### src/rtl/mult_seq_engine.sv
// Sequential repeated-addition multiplier: the product is built by adding the multiplicand MULT_REG times.
// Optional macro MULT_OPERAND_SWAP_EN puts the smaller operand in the multiplier, which shortens latency.
module mult_seq_engine #(
    parameter int WIDTH = 3
) (
    input  logic                 SYS_CLOCK,
    input  logic                 SYS_RESET,
    input  logic                 START,
    input  logic [WIDTH-1:0]     A,
    input  logic [WIDTH-1:0]     B,
    output logic                 BUSY,
    output logic                 DONE,
    output logic [2*WIDTH-1:0]   F_REG
);

    typedef enum logic {
        ST_IDLE = 1'b0,
        ST_ADD  = 1'b1
    } state_t;

    state_t               r_state;
    state_t               w_state_next;
    logic [WIDTH-1:0]     r_mcand;
    logic [WIDTH-1:0]     w_mcand_next;
    logic [WIDTH-1:0]     r_mult;
    logic [WIDTH-1:0]     w_mult_next;
    logic [WIDTH-1:0]     r_cnt;
    logic [WIDTH-1:0]     w_cnt_next;
    logic [2*WIDTH-1:0]   r_acc;
    logic [2*WIDTH-1:0]   w_acc_next;
    logic [2*WIDTH-1:0]   r_f;
    logic [2*WIDTH-1:0]   w_f_next;
    logic                 r_done;
    logic                 w_done_next;
    logic [WIDTH-1:0]     w_sel_mcand;
    logic [WIDTH-1:0]     w_sel_mult;

`ifdef MULT_OPERAND_SWAP_EN
    logic w_a_lt_b;
    assign w_a_lt_b    = (A < B);
    // On a tie B stays the multiplier.
    assign w_sel_mult  = w_a_lt_b ? A : B;
    assign w_sel_mcand = w_a_lt_b ? B : A;
`else
    assign w_sel_mult  = B;
    assign w_sel_mcand = A;
`endif

    always_ff @(posedge SYS_CLOCK) begin
        if (SYS_RESET) begin
            r_state <= ST_IDLE;
            r_mcand <= '0;
            r_mult  <= '0;
            r_cnt   <= '0;
            r_acc   <= '0;
            r_f     <= '0;
            r_done  <= 1'b0;
        end else begin
            r_state <= w_state_next;
            r_mcand <= w_mcand_next;
            r_mult  <= w_mult_next;
            r_cnt   <= w_cnt_next;
            r_acc   <= w_acc_next;
            r_f     <= w_f_next;
            r_done  <= w_done_next;
        end
    end

    always_comb begin
        w_state_next = r_state;
        w_mcand_next = r_mcand;
        w_mult_next  = r_mult;
        w_cnt_next   = r_cnt;
        w_acc_next   = r_acc;
        w_f_next     = r_f;
        w_done_next  = 1'b0;
        case (r_state)
            ST_IDLE: begin
                if (START) begin
                    w_mcand_next = w_sel_mcand;
                    w_mult_next  = w_sel_mult;
                    w_cnt_next   = '0;
                    w_acc_next   = '0;
                    w_state_next = ST_ADD;
                end
            end
            ST_ADD: begin
                // CNT stops at MULT_REG, so it can never wrap.
                if (r_cnt == r_mult) begin
                    w_f_next     = r_acc;
                    w_done_next  = 1'b1;
                    w_state_next = ST_IDLE;
                end else begin
                    w_acc_next = r_acc + {{WIDTH{1'b0}}, r_mcand};
                    w_cnt_next = r_cnt + 1'b1;
                end
            end
            default: w_state_next = ST_IDLE;
        endcase
    end

    assign BUSY  = (r_state != ST_IDLE);
    assign DONE  = r_done;
    assign F_REG = r_f;

endmodule

### config.mk
export PLATFORM = sky130hd
export DESIGN_NAME = mult_seq_engine
export DESIGN_NICKNAME = d
export VERILOG_FILES = /design/src/rtl/mult_seq_engine.sv
export SDC_FILE = /design/constraint.sdc
export NUM_CORES = 1
export LEC_CHECK = 0
export BUFFER_PORTS_ARGS = -buffer_cell sky130_fd_sc_hd__clkbuf_2
export CAP_MARGIN = 25
export CORE_MARGIN = 2
export CORE_UTILIZATION = 58
export CTS_CLUSTER_DIAMETER = 120
export CTS_CLUSTER_SIZE = 8
export DETAILED_ROUTE_END_ITERATION = 16
export PLACE_DENSITY = 0.77
export SYNTH_ARGS = -nofsm -noshare
export SYNTH_HDL_FRONTEND = slang
export SYNTH_SLANG_ARGS = --single-unit
### constraint.sdc
create_clock -name SYS_CLOCK -period 3.15 [get_ports SYS_CLOCK]
set_clock_uncertainty 0.05 [all_clocks]
set_input_delay 0.315 -clock SYS_CLOCK [delete_from_list [all_inputs] [get_ports SYS_CLOCK]]
set_output_delay 0.315 -clock SYS_CLOCK [all_outputs]
set_load 0.05 [all_outputs]
**Word-level counts from Yosys, hierarchy flattened**

Cells that the tools add are included.

- $add $sub $neg: 2
- Equality and inequality tests: 3
- Muxes and demuxes: 10
- Bitwise gates (word level): 1
- Reductions and logical operators: 4

Operators by type and width:

| operator | count |
|---|---|
| 6-bit 2-to-1 mux | 2 |
| 6-bit case mux with 2 select lines | 1 |
| 6-bit by 3-bit adder with 6-bit output | 1 |
| 3-bit 2-to-1 mux | 2 |
| 3-bit case mux with 2 select lines | 1 |
| 2-bit AND reduction | 3 |
| 2-bit != test (second input constant) | 2 |
| 3-bit by 1-bit adder with 3-bit output (second input constant) | 1 |
| 3-bit == test | 1 |
| 1-bit 2-to-1 mux | 3 |
| 1-bit case mux with 2 select lines | 1 |
| 2-bit OR reduction | 1 |
| 1-bit NOT | 1 |

- Register bits: 23
- Bits of input ports: 9
- Output and inout bits: 8
- Logic and storage cells: 27

**Longest topological paths before layout**

Gate-level depths: netlist of run 1.

- Depth in word-level cells: 3
- Gate-level depth with buffers: 6
- Depth with buffers taken out: 6

**Worst setup path before layout of run 1**

OpenSTA, ideal clock, no wires.

- Path kind: register -> register
- Start point: register r_mcand[0]
- End point: register r_acc[4]
- Setup time: 71 ps
- Arrival: 1514 ps
- Data required time: 3029 ps
- Slack: 1515 ps
- Stages on the path, launching flop included: 7
- Clock period less this slack: 1635 ps
- Cells stage by stage: dfxtp_1 > ha_1 > fa_1 > a21oi_1 > a311oi_1 > mux2_1 > a21oi_1

- Longest elaborated chain between the ends: 3

Ends and longest elaborated chain:

| item | line | source |
|---|---|---|
| start: declaration | 23 | `logic [WIDTH-1:0] r_mcand;` |
| start signal: assignment | 60 | `r_mcand <= w_mcand_next;` |
| 6-bit by 3-bit adder with 6-bit output | 94 | `w_acc_next = r_acc + {{WIDTH{1'b0}}, r_mcand};` |
| 6-bit 2-to-1 mux | 89 | `if (r_cnt == r_mult) begin` |
| 6-bit case mux with 2 select lines | 77 | `case (r_state)` |
| end signal: assignment | 63 | `r_acc <= w_acc_next;` |
| end: declaration | 29 | `logic [2*WIDTH-1:0] r_acc;` |

Every way passes these cells. The select of a mux whose other input is x is not followed.
A chain may end at the register's enable or synchronous reset.

**Worst setup path after layout of run 1**

- Start point: register r_state, in the netlist BUSY
- End point: output port BUSY

RTL lines:

| item | line | source |
|---|---|---|
| start: declaration | 21 | `state_t r_state;` |
| start signal: assignment | 59 | `r_state <= w_state_next;` |
| end: declaration | 11 | `output logic BUSY,` |

No word-level cell between the ends.

==> results of run 1 <==
==> cell usage after synthesis <==
| cell type | instances |
|---|---|
| dfxtp_1 | 23 |
| buf_2 | 2 |
| mux2_1 | 1 |
| clkbuf_1 | 3 |
| xnor2_1 | 4 |
| a21oi_2 | 1 |
| nand3_1 | 7 |
| a21oi_1 | 10 |
| nor2b_1 | 1 |
| a211oi_2 | 1 |
| nor2_1 | 9 |
| a311oi_1 | 1 |
| mux2_4 | 1 |
| nand4_1 | 1 |
| ha_1 | 4 |
| inv_1 | 5 |
| a31oi_1 | 1 |
| o31ai_2 | 1 |
| o21ai_0 | 1 |
| o21a_1 | 1 |
| and2_1 | 1 |
| nand4b_1 | 1 |
| nand2b_1 | 1 |
| fa_1 | 1 |
| nand2_1 | 15 |
| mux2i_1 | 6 |
| o32ai_1 | 4 |
| nor3_2 | 2 |
| o311a_1 | 1 |
| a21o_1 | 2 |
| nor3b_1 | 1 |
| xor2_1 | 3 |
==> sequential cells by signal (all words and copies together), names as in the netlist <==
name and count:
r_cnt 3, r_acc 6, r_mult 3, BUSY 1
DONE 1, F_REG 6, r_mcand 3
==> power breakdown <==
part           switching (W)  leakage (nW)  internal, W
Clock              0.0000899        0.0177    0.0000475
Combinational      0.0000598         0.279    0.0000302
Sequential         0.0000151         0.187     0.000301
==> through the flow <==
| step | total power [W] | std cells | instance area [um2] | util (%) |
|---|---|---|---|---|
| after floorplan | 0.0003899 | 116 | 1076 | - |
| after global placement | 0.0004086 | 152 | 1166 | 67.54 |
| after detailed placement | 0.0004121 | 152 | 1166 | 67.54 |
| after CTS | 0.0005436 | 156 | 1194 | 69.13 |
| after global routing | 0.0005685 | 156 | 1194 | 69.13 |
| final | 0.0005437 | 156 | 1194 | 69.13 |
==> path summary, 6_finish.rpt <==
check,start,to,slack [ns],cells after the start
worst max-delay path,BUSY,BUSY,1.35,1
worst min-delay path,A[2],r_mcand[2],0.19,3
worst max register to register,r_acc[0],r_acc[4],1.36,6
worst min register to register,F_REG[5],F_REG[5],0.41,2
==> cell type report <==
class	count	area (um2)
inverters	5	18.77
repair buffers	16	80.08
flip-flops and latches	23	460.4
well taps	25	31.28
clock inverters	1	5.005
fillers	159	533.0
multi-input cells	83	575.6
clock buffers	3	22.52
==> kinds of logic after synthesis <==
logic type	Yosys count	synth area share [%]
fa+ha+maj	5	6.512
mux	8	8.023
xor+xnor	7	5.698
simple gates	39	17.33
buf+inv	10	3.721
compound gates	24	15.93
flops	23	42.79
==> tightest hold or removal path, delay by kind of cell <==
kind | cells | cell delay, ns
buf+inv | 1 | 0.07
simple gates | 1 | 0.07
mux | 1 | 0.05
==> metal layers <==
metal | vias to the layer above | share of wire [%] | GRT usage (%)
li1 | 441 | - | -
met1 | 401 | 47 | 27.49
met2 | 20 | 47 | 33.97
met3 | 7 | 3.1 | 2.692
met4 | 0 | 2.6 | 11.11
met5 | - | 0 | 0
==> run summary, run 1 <==
Status = completed
Share of cells above drive strength 1 = 19.85%
Dpl hpwl = 1470 um
Crit path max fanout = 18
# DRC = 0
Least-Margin Pin Slew = 0.8236 ns
Pin count of the biggest net entering global routing = 24
Pwr dens = 455.5 nW/um2
P&R area growth vs syn = 10.93%
Cts repair resizes = 0
Initial antenna violation count = 0
Maximum VDD drop = 0.3445 mV
Unrepaired setup endpoints after global routing = no
Clock tree buffer depth = 2
First-pass GRT wire length = 3291 um
Antenna Cells = 0
IO Count = 17
Reg clk slew, reported paths = 0.13 ns
Slowest-stage cell, CP = dfxtp_1
Synth area leaders = dfxtp_1 43%, mux2i_1 5.6%, nand2_1 5.2%
Post-CTS setup buffer count = 0
Die height = 47.07 um
WL/cell = 12.94 um
Mapped cell area = 1076 um2
Synth Net Count = 130
Worst-skew pair later-pin latency = 0.32 ns
Commonest non-fill, non-tap cell in the layout = dfxtp_1
Worst slack, placed = 1.373 ns
DRT iter0 DRCs = 8
CP endpoint kind = output pin
TNS Setup = 0 ns
CTS tree = yes
Die Area = 2216 um2
Syn. warnings = 0
Worst hold path class = input pin to register
Congestion Overflow GR = 0
Sink Count = 23
Top cell family by delay on the critical path = flip-flops
Min Tclk post-route = 1.798 ns
Core Rows = 15
Period utilization = 57.06%
Slew Viols, Final = 0
Vias/cell = 5.571
Syn avg cell area = 9.276 um2
Core Region = 1727 um2
Yosys cell types = 32
Layout Nets = 146
Routability cong. = 0.8045
Leakage Power = 0.4835 nW
Post-Route WL = 2019 um
Via count = 869
CTS Buf Count = 3
Hold Buf Count CTS = 0
Worst path arrival time = 1.43 ns
Clk root buf = clkbuf_4
Area share of the leading cell type in the synthesized netlist = 42.79%
Max-slew headroom = 44.98%
Seq cells post-synth = 23
Htree depth = 1
# setup viols final = 0
CP Cell Sequence = clkbuf_2
CP max stage delay = 0.73 ns
F_max = 556.3 MHz
Cells after synthesis = 116
Leading cell types in the layout, fill and taps excluded = 23 x dfxtp_1, 16 x clkbuf_2, 15 x nand2_1
Remaining antenna violation count = 0
Worst setup margin = 1.352 ns
Port bufs = 16
Setup Crit Path Kind = register to output pin
Required time worst endpoint = 2.78 ns
Global Route Usage Sum = 21.07%
Sequential fraction of the synthesis area = 42.79%
Worst Hold Slack = 0.1852 ns
Vias in the first global route = 775
Max-cap violations = 0
Cell taking the most area after synthesis = dfxtp_1
Critical path startpoint category = register
Buffers & Inverters on Critical Path = 1
Initial Util = 62.32%
Hold Vio Cnt, Final = 0
Drt pass-1 iters = 4
Die Wd = 47.07 um
No activity file was read; power rests on OpenSTA's default activity.
==> run 2, diff against run 1 <==
--- a/config.mk
+++ b/config.mk
@@ -7,12 +7,13 @@
 export LEC_CHECK = 0
 export BUFFER_PORTS_ARGS = -buffer_cell sky130_fd_sc_hd__clkbuf_2
 export CAP_MARGIN = 25
+export CORE_ASPECT_RATIO = 1.5
 export CORE_MARGIN = 2
-export CORE_UTILIZATION = 58
+export CORE_UTILIZATION = 54
 export CTS_CLUSTER_DIAMETER = 120
 export CTS_CLUSTER_SIZE = 8
 export DETAILED_ROUTE_END_ITERATION = 16
-export PLACE_DENSITY = 0.77
+export PLACE_DENSITY = 0.73
 export SYNTH_ARGS = -nofsm -noshare
 export SYNTH_HDL_FRONTEND = slang
 export SYNTH_SLANG_ARGS = --single-unit
==> constraint.sdc (replaced) <==
create_clock -name SYS_CLOCK -period 1.7 [get_ports SYS_CLOCK]
set_clock_uncertainty 0.05 [all_clocks]
set_input_delay 0.17 -clock SYS_CLOCK [delete_from_list [all_inputs] [get_ports SYS_CLOCK]]
set_output_delay 0.17 -clock SYS_CLOCK [all_outputs]
set_load 0.05 [all_outputs]
==> run summary, run 2 (synthesized netlist as in run 1, its figures left out) <==
Via count = 894 (was 869)
Initial antenna violation count = 0 (unchanged)
Leakage Power = 0.5133 nW (was 0.4835 nW)
CP max stage delay = 0.35 ns (was 0.73 ns)
Post-Route WL = 2164 um (was 2019 um)
Post-CTS setup buffer count = 0 (unchanged)
Htree depth = 1 (unchanged)
CP endpoint kind = register (was output pin)
Sink Count = 23 (unchanged)
DRT iter0 DRCs = 9 (was 8)
Vias/cell = 5.623 (was 5.571)
Die Area = 2373 um2 (was 2216 um2)
Worst hold path class = input pin to register (unchanged)
Die height = 58.67 um (was 47.07 um)
Share of cells above drive strength 1 = 28.99% (was 19.85%)
Clk root buf = clkbuf_4 (unchanged)
Dpl hpwl = 1630 um (was 1470 um)
Status = completed (unchanged)
Fillers = 156 (was 159)
CP Cell Sequence = ha_2, fa_2, a21oi_2, a311oi_2, mux2_1, a21oi_1 (was clkbuf_2)
Register area = 461.7 um2 (was 460.4 um2)
WL/cell = 13.61 um (was 12.94 um)
Slew Viols, Final = 0 (unchanged)
Reg clk slew, reported paths = 0.13 ns (about the same)
Least-Margin Pin Slew = 0.8564 ns (was 0.8236 ns)
Congestion Overflow GR = 0 (unchanged)
Maximum VDD drop = 0.7719 mV (was 0.3445 mV)
Max-slew headroom = 42.79% (was 44.98%)
Remaining antenna violation count = 0 (unchanged)
Routability cong. = 0.8369 (was 0.8045)
Die Wd = 40.45 um (was 47.07 um)
Hold Vio Cnt, Final = 0 (unchanged)
Setup Crit Path Kind = register to register (was register to output pin)
Max-cap violations = 0 (unchanged)
Multi-input gate area = 606.8 um2 (was 575.6 um2)
Global Route Usage Sum = 21.45% (was 21.07%)
Slowest-stage cell, CP = dfxtp_2 (was dfxtp_1)
F_max = 602.9 MHz
Pin count of the biggest net entering global routing = 24 (unchanged)
P&R area growth vs syn = 18.37% (was 10.93%)
Vias in the first global route = 867 (was 775)
Initial Util = 58.03% (was 62.32%)
Min Tclk post-route = 1.659 ns
CTS tree = yes (unchanged)
IO Count = 17 (unchanged)
Drt pass-1 iters = 4 (unchanged)
CTS Buf Count = 3 (unchanged)
Worst-skew pair later-pin latency = 0.32 ns (about the same)
TNS Setup = 0 ns (unchanged)
Leading cell types in the layout, fill and taps excluded = 22 x dfxtp_1, 16 x clkbuf_2, 15 x nand2_1 (was 23 x dfxtp_1, 16 x clkbuf_2, 15 x nand2_1)
Period utilization = 97.57%
Commonest non-fill, non-tap cell in the layout = dfxtp_1 (unchanged)
Critical path startpoint category = register (unchanged)
Port bufs = 16 (unchanged)
First-pass GRT wire length = 3463 um (was 3291 um)
# setup viols final = 0 (unchanged)
Core Rows = 19 (was 15)
Antenna Cells = 0 (unchanged)
Core Region = 1854 um2 (was 1727 um2)
Final Util = 68.69% (was 69.13%)
Pwr dens = 815.8 nW/um2 (was 455.5 nW/um2)
Worst path arrival time = 1.86 ns (was 1.43 ns)
Clock tree buffer depth = 2 (unchanged)
Layout Nets = 153 (was 146)
Crit path max fanout = 3 (was 18)
# DRC = 0 (unchanged)
Required time worst endpoint = 1.90 ns (was 2.78 ns)
run 2: cell types whose count changed in the layout (fill, tap and decap cells not counted), sizes merged:
cell,before,now
buf,0,7
run 2: worst max-delay path: cells and delay by family (launching register included):
| kind | cells | cell delay [ns] |
|---|---|---|
| AOI/OAI and AO/OA | 3 | 0.33 |
| muxes | 1 | 0.34 |
| DFF | 1 | 0.35 |
| adders and majority gates | 2 | 0.52 |
run 2: worst paths after layout:
| path | start | end | slack (ns) | depth (start not counted) |
|---|---|---|---|---|
| max | r_acc[0] | r_acc[4] | 0.04 | 6 |
| min | B[2] | r_mult[2] | 0.04 | 3 |
| max reg2reg | r_acc[0] | r_acc[4] | 0.04 | 6 |
| min reg2reg | F_REG[0] | F_REG[0] | 0.41 | 2 |
run 2: what timing repair did:
action | CTS | global route
hold buffers | 0 | 0
endpoints found under the setup margin | 1 | 2
pin swaps | 1 | 1
resized for setup | 2 | 5
run 2: layout make-up:
| class | count | share of cell area [%] |
|---|---|---|
| clock buffer | 3 | 1.768 |
| clock inverter | 1 | 0.3929 |
| inverter | 5 | 1.473 |
| multi-input combinational | 83 | 47.64 |
| sequential | 23 | 36.25 |
| tap | 21 | 2.063 |
| timing repair buffer | 23 | 10.41 |
run 2: routing by layer:
| layer | global-route usage, % | share of wire, % | routed length [um] | vias up |
|---|---|---|---|---|
| met3 | 4.528 | 1.9 | 42 | 4 |
| li1 | - | - | - | 453 |
| met4 | 13.33 | 2.4 | 52 | 0 |
| met2 | 36.05 | 54 | 1176 | 11 |
| met5 | 0 | 0 | 0 | - |
| met1 | 22.71 | 41 | 893 | 426 |
run 2: stage by stage:
step                instances  cell area [um2]  total power, W  worst slack [ns]  hold slack [ns]
floorplan                 116             1076       0.0007224           0.06513           0.2672
global placement          155             1214       0.0007844           0.02973           0.3530
detailed placement        155             1214       0.0007897          -0.02550           0.3701
CTS                       159             1247        0.001034          0.006398          0.04670
global route              159             1274        0.001077          -0.04459          0.05275
finish                    159             1274        0.001039           0.04129          0.04077
run 2: power by group:
| part | internal (W) | switching (W) | total [W] |
|---|---|---|---|
| combinational | 0.0000775 | 0.000132 | 0.000209 |
| sequential | 0.000558 | 0.0000164 | 0.000575 |
| clock | 0.0000880 | 0.000167 | 0.000255 |
| total | 0.000724 | 0.000315 | 0.00104 |
==> run 3, diff against run 2 <==
--- a/config.mk
+++ b/config.mk
@@ -5,6 +5,7 @@
 export SDC_FILE = /design/constraint.sdc
 export NUM_CORES = 1
 export LEC_CHECK = 0
+export ABC_AREA = 1
 export BUFFER_PORTS_ARGS = -buffer_cell sky130_fd_sc_hd__clkbuf_2
 export CAP_MARGIN = 25
 export CORE_ASPECT_RATIO = 1.5
==> run summary, run 3 <==
Status = completed (unchanged)
Seq cells post-synth = 23 (unchanged)
Gr busiest metal = met2 (unchanged)
Hold wc startpoint = A[0] (was B[2])
Cell total after placement = 177 (was 155)
Htree depth = 1 (unchanged)
Cell taking the most area after synthesis = dfxtp_1 (unchanged)
Depth of the worst register-to-register path = 7 (was 6)
Sequential Power Share = 59.1% (was 55.3%)
# setup viols final = 0 (unchanged)
Core Region = 1854 um2 (unchanged)
Reg clk slew, reported paths = 0.12 ns (was 0.13 ns)
Dpl hpwl = 1564 um (was 1630 um)
Pin count of the biggest net entering global routing = 20 (was 24)
Core Rows = 19 (unchanged)
Least-Margin Pin Slew = 0.3320 ns (was 0.8564 ns)
Antenna Cells = 0 (unchanged)
Commonest non-fill, non-tap cell in the layout = nand2_1 (was dfxtp_1)
CP endpoint kind = register (unchanged)
Cells after synthesis = 143 (was 116)
Main synth FF type = dfxtp_1 (unchanged)
Post-CTS setup buffer count = 0 (unchanged)
Register area = 460.4 um2 (was 461.7 um2)
Final std cells w/o fill = 181 (was 159)
Synth area leaders = dfxtp_1 43%, nand2_1 13%, a21oi_1 7.9% (was dfxtp_1 43%, mux2i_1 5.6%, nand2_1 5.2%)
Worst Hold Slack = 0.04795 ns (was 0.04077 ns)
Hold Buf Count CTS = 0 (unchanged)
Vias in the first global route = 842 (was 867)
Period utilization = 93.02% (was 97.57%)
Syn avg cell area = 7.542 um2 (was 9.276 um2)
Max-cap violations = 0 (unchanged)
Maximum VDD drop = 0.6202 mV (was 0.7719 mV)
Crit path max fanout = 3 (unchanged)
Required time worst endpoint = 1.90 ns (about the same)
Hold Vio Cnt, Final = 0 (unchanged)
Leading cell types in the layout, fill and taps excluded = 37 x nand2_1, 23 x dfxtp_1, 17 x a21oi_1 (was 22 x dfxtp_1, 16 x clkbuf_2, 15 x nand2_1)
Congestion Overflow GR = 0 (unchanged)
Via count = 960 (was 894)
Layout Nets = 175 (was 153)
Critical path startpoint category = register (unchanged)
Syn. warnings = 0 (unchanged)
Pwr dens = 820.6 nW/um2 (was 815.8 nW/um2)
Worst hold path class = input pin to register (unchanged)
Sink Count = 23 (unchanged)
Die Wd = 40.49 um (was 40.45 um)
Remaining antenna violation count = 0 (unchanged)
Commonest cells post-synth = 37 x nand2_1, 23 x dfxtp_1, 17 x a21oi_1 (was 23 x dfxtp_1, 15 x nand2_1, 10 x a21oi_1)
Post-Route WL = 2071 um (was 2164 um)
Fillers = 174 (was 156)
First-pass GRT wire length = 3353 um (was 3463 um)
Routability cong. = 0.8442 (was 0.8369)
Synth Net Count = 157 (was 130)
GR Util met3 = 2.264% (was 4.528%)
Unrepaired setup endpoints after global routing = no
IO Count = 17 (unchanged)
Share of cells above drive strength 1 = 18.13% (was 28.99%)
Initial antenna violation count = 0 (unchanged)
Sequential fraction of the synthesis area = 42.69% (was 42.79%)
Mapped cell area = 1079 um2 (was 1076 um2)
# DRC = 0 (unchanged)
Die height = 58.74 um (was 58.67 um)
F_max = 632.4 MHz (was 602.9 MHz)
Max-slew headroom = 77.79% (was 42.79%)
Die Area = 2378 um2 (was 2373 um2)
Worst path arrival time = 1.78 ns (was 1.86 ns)
Cts repair resizes = 0 (was 2)
Hold Path End = r_mcand[0] (was r_mult[2])
WHS Path Cells = 3 (unchanged)
P&R area growth vs syn = 10.79% (was 18.37%)
Clk root buf = clkbuf_4 (unchanged)
Global Route Usage Sum = 19.81% (was 21.45%)
Reg-to-Reg End = r_acc[4] (unchanged)
Yosys cell types = 21 (was 32)
Port bufs = 16 (unchanged)
TNS Setup = 0 ns (unchanged)
Slew Viols, Final = 0 (unchanged)
Area share of the leading cell type in the synthesized netlist = 42.69% (was 42.79%)
Met2 usage in global routing = 35.83% (was 36.05%)
Clock tree buffer depth = 2 (unchanged)
Drt pass-1 iters = 4 (unchanged)
Met1 GRT Util = 22.12% (was 22.71%)
Logic pwr share = 15.2% (was 20.1%)
Most common cell in the netlist = nand2_1 (was dfxtp_1)
DRT iter0 DRCs = 20 (was 9)
Worst-skew pair later-pin latency = 0.31 ns (was 0.32 ns)
Ys async rst share = 0% (unchanged)
CTS Buf Count = 3 (unchanged)
Reg2reg setup slack = 0.12 ns (was 0.04 ns)
Vias/cell = 5.304 (was 5.623)
Worst r2r src = r_acc[0] (unchanged)
Sw Pwr = 0.0002807 W (was 0.0003154 W)
Pint = 0.0006998 W (was 0.0007237 W)
EDFF count, synth = 0 (unchanged)
Multi-input gate area = 538.0 um2 (was 606.8 um2)
WL/cell = 11.44 um (was 13.61 um)
Min Tclk post-route = 1.581 ns (was 1.659 ns)
Initial Util = 58.16% (was 58.03%)
Clk pwr share = 25.7% (was 24.6%)
CTS tree = yes (unchanged)
Sw Share = 28.62% (was 30.35%)
Leakage Power = 0.5576 nW (was 0.5133 nW)
Setup Crit Path Kind = register to register (unchanged)
==> run 3: changes by cell type after synthesis, sizes merged, moves of 3 or more <==
cell   delta
a21oi     +7
nand2    +25
inv      +10
xnor2     -3
mux2i     -6
o21ai     +5
nand3     +7
nand4     +3
o32ai     -4
==> run 3: how the worst max path moves through the flow <==
stage,startpoint,to,slack [ns],depth (start not counted)
floorplan,BUSY,r_cnt[1],0.24,5
global placement,r_mcand[0],r_acc[4],0.23,7
detailed placement,r_acc[0],r_acc[4],0.17,7
CTS,r_acc[0],r_acc[4],0.13,7
global route,r_cnt[0],r_cnt[1],0.04,8
finish,r_acc[0],r_acc[4],0.12,7
==> run 3: stage by stage <==
stage	area [um2]	utilization, %	setup slack (ns)	power, W
floorplan	1079	-	0.2390	0.0007057
global placement	1169	63.02	0.2298	0.0007380
detailed placement	1169	63.02	0.1747	0.0007440
CTS	1195	64.44	0.1340	0.0009876
global route	1195	64.44	0.03985	0.001027
finish	1195	64.44	0.1187	0.0009805
==> run 3: metal layers <==
| layer | vias up | wire length (um) |
|---|---|---|
| met5 | - | 0 |
| met3 | 4 | 63 |
| met1 | 443 | 894 |
| li1 | 494 | - |
| met4 | 0 | 26 |
| met2 | 19 | 1086 |
==> run 3: power by group through the flow <==
stage	Combinational (W)	Clock, W	Sequential (W)
after global routing	0.000169	0.000274	0.000583
final	0.000149	0.000252	0.000580
after CTS	0.000151	0.000256	0.000580
after floorplan	0.000104	0	0.000602
after global placement	0.000147	0	0.000591
after detailed placement	0.000151	0	0.000593
==> run 3: layout make-up <==
| type | count | share of cell area (%) |
|---|---|---|
| tap | 21 | 2.199 |
| sequential | 23 | 38.53 |
| multi-input combinational | 101 | 45.03 |
| clock buffer | 4 | 2.199 |
| timing repair buffer | 17 | 7.330 |
| inverter | 15 | 4.712 |
==> run 3: cells by family after synthesis <==
group	Yosys count	synth area share [%]
fa+ha+maj	5	6.497
compound gates	24	11.49
buf+inv	19	7.423
flops	23	42.69
xor+xnor	3	3.133
simple gates	69	28.77
==> run 3: critical path, stage by stage, from the launching register on <==
cell,delay (ns)
dfxtp_1,0.36
ha_1,0.23
fa_1,0.42
nand2_1,0.09
nand2_1,0.07
nand3_1,0.07
nand4_1,0.09
a21oi_1,0.15
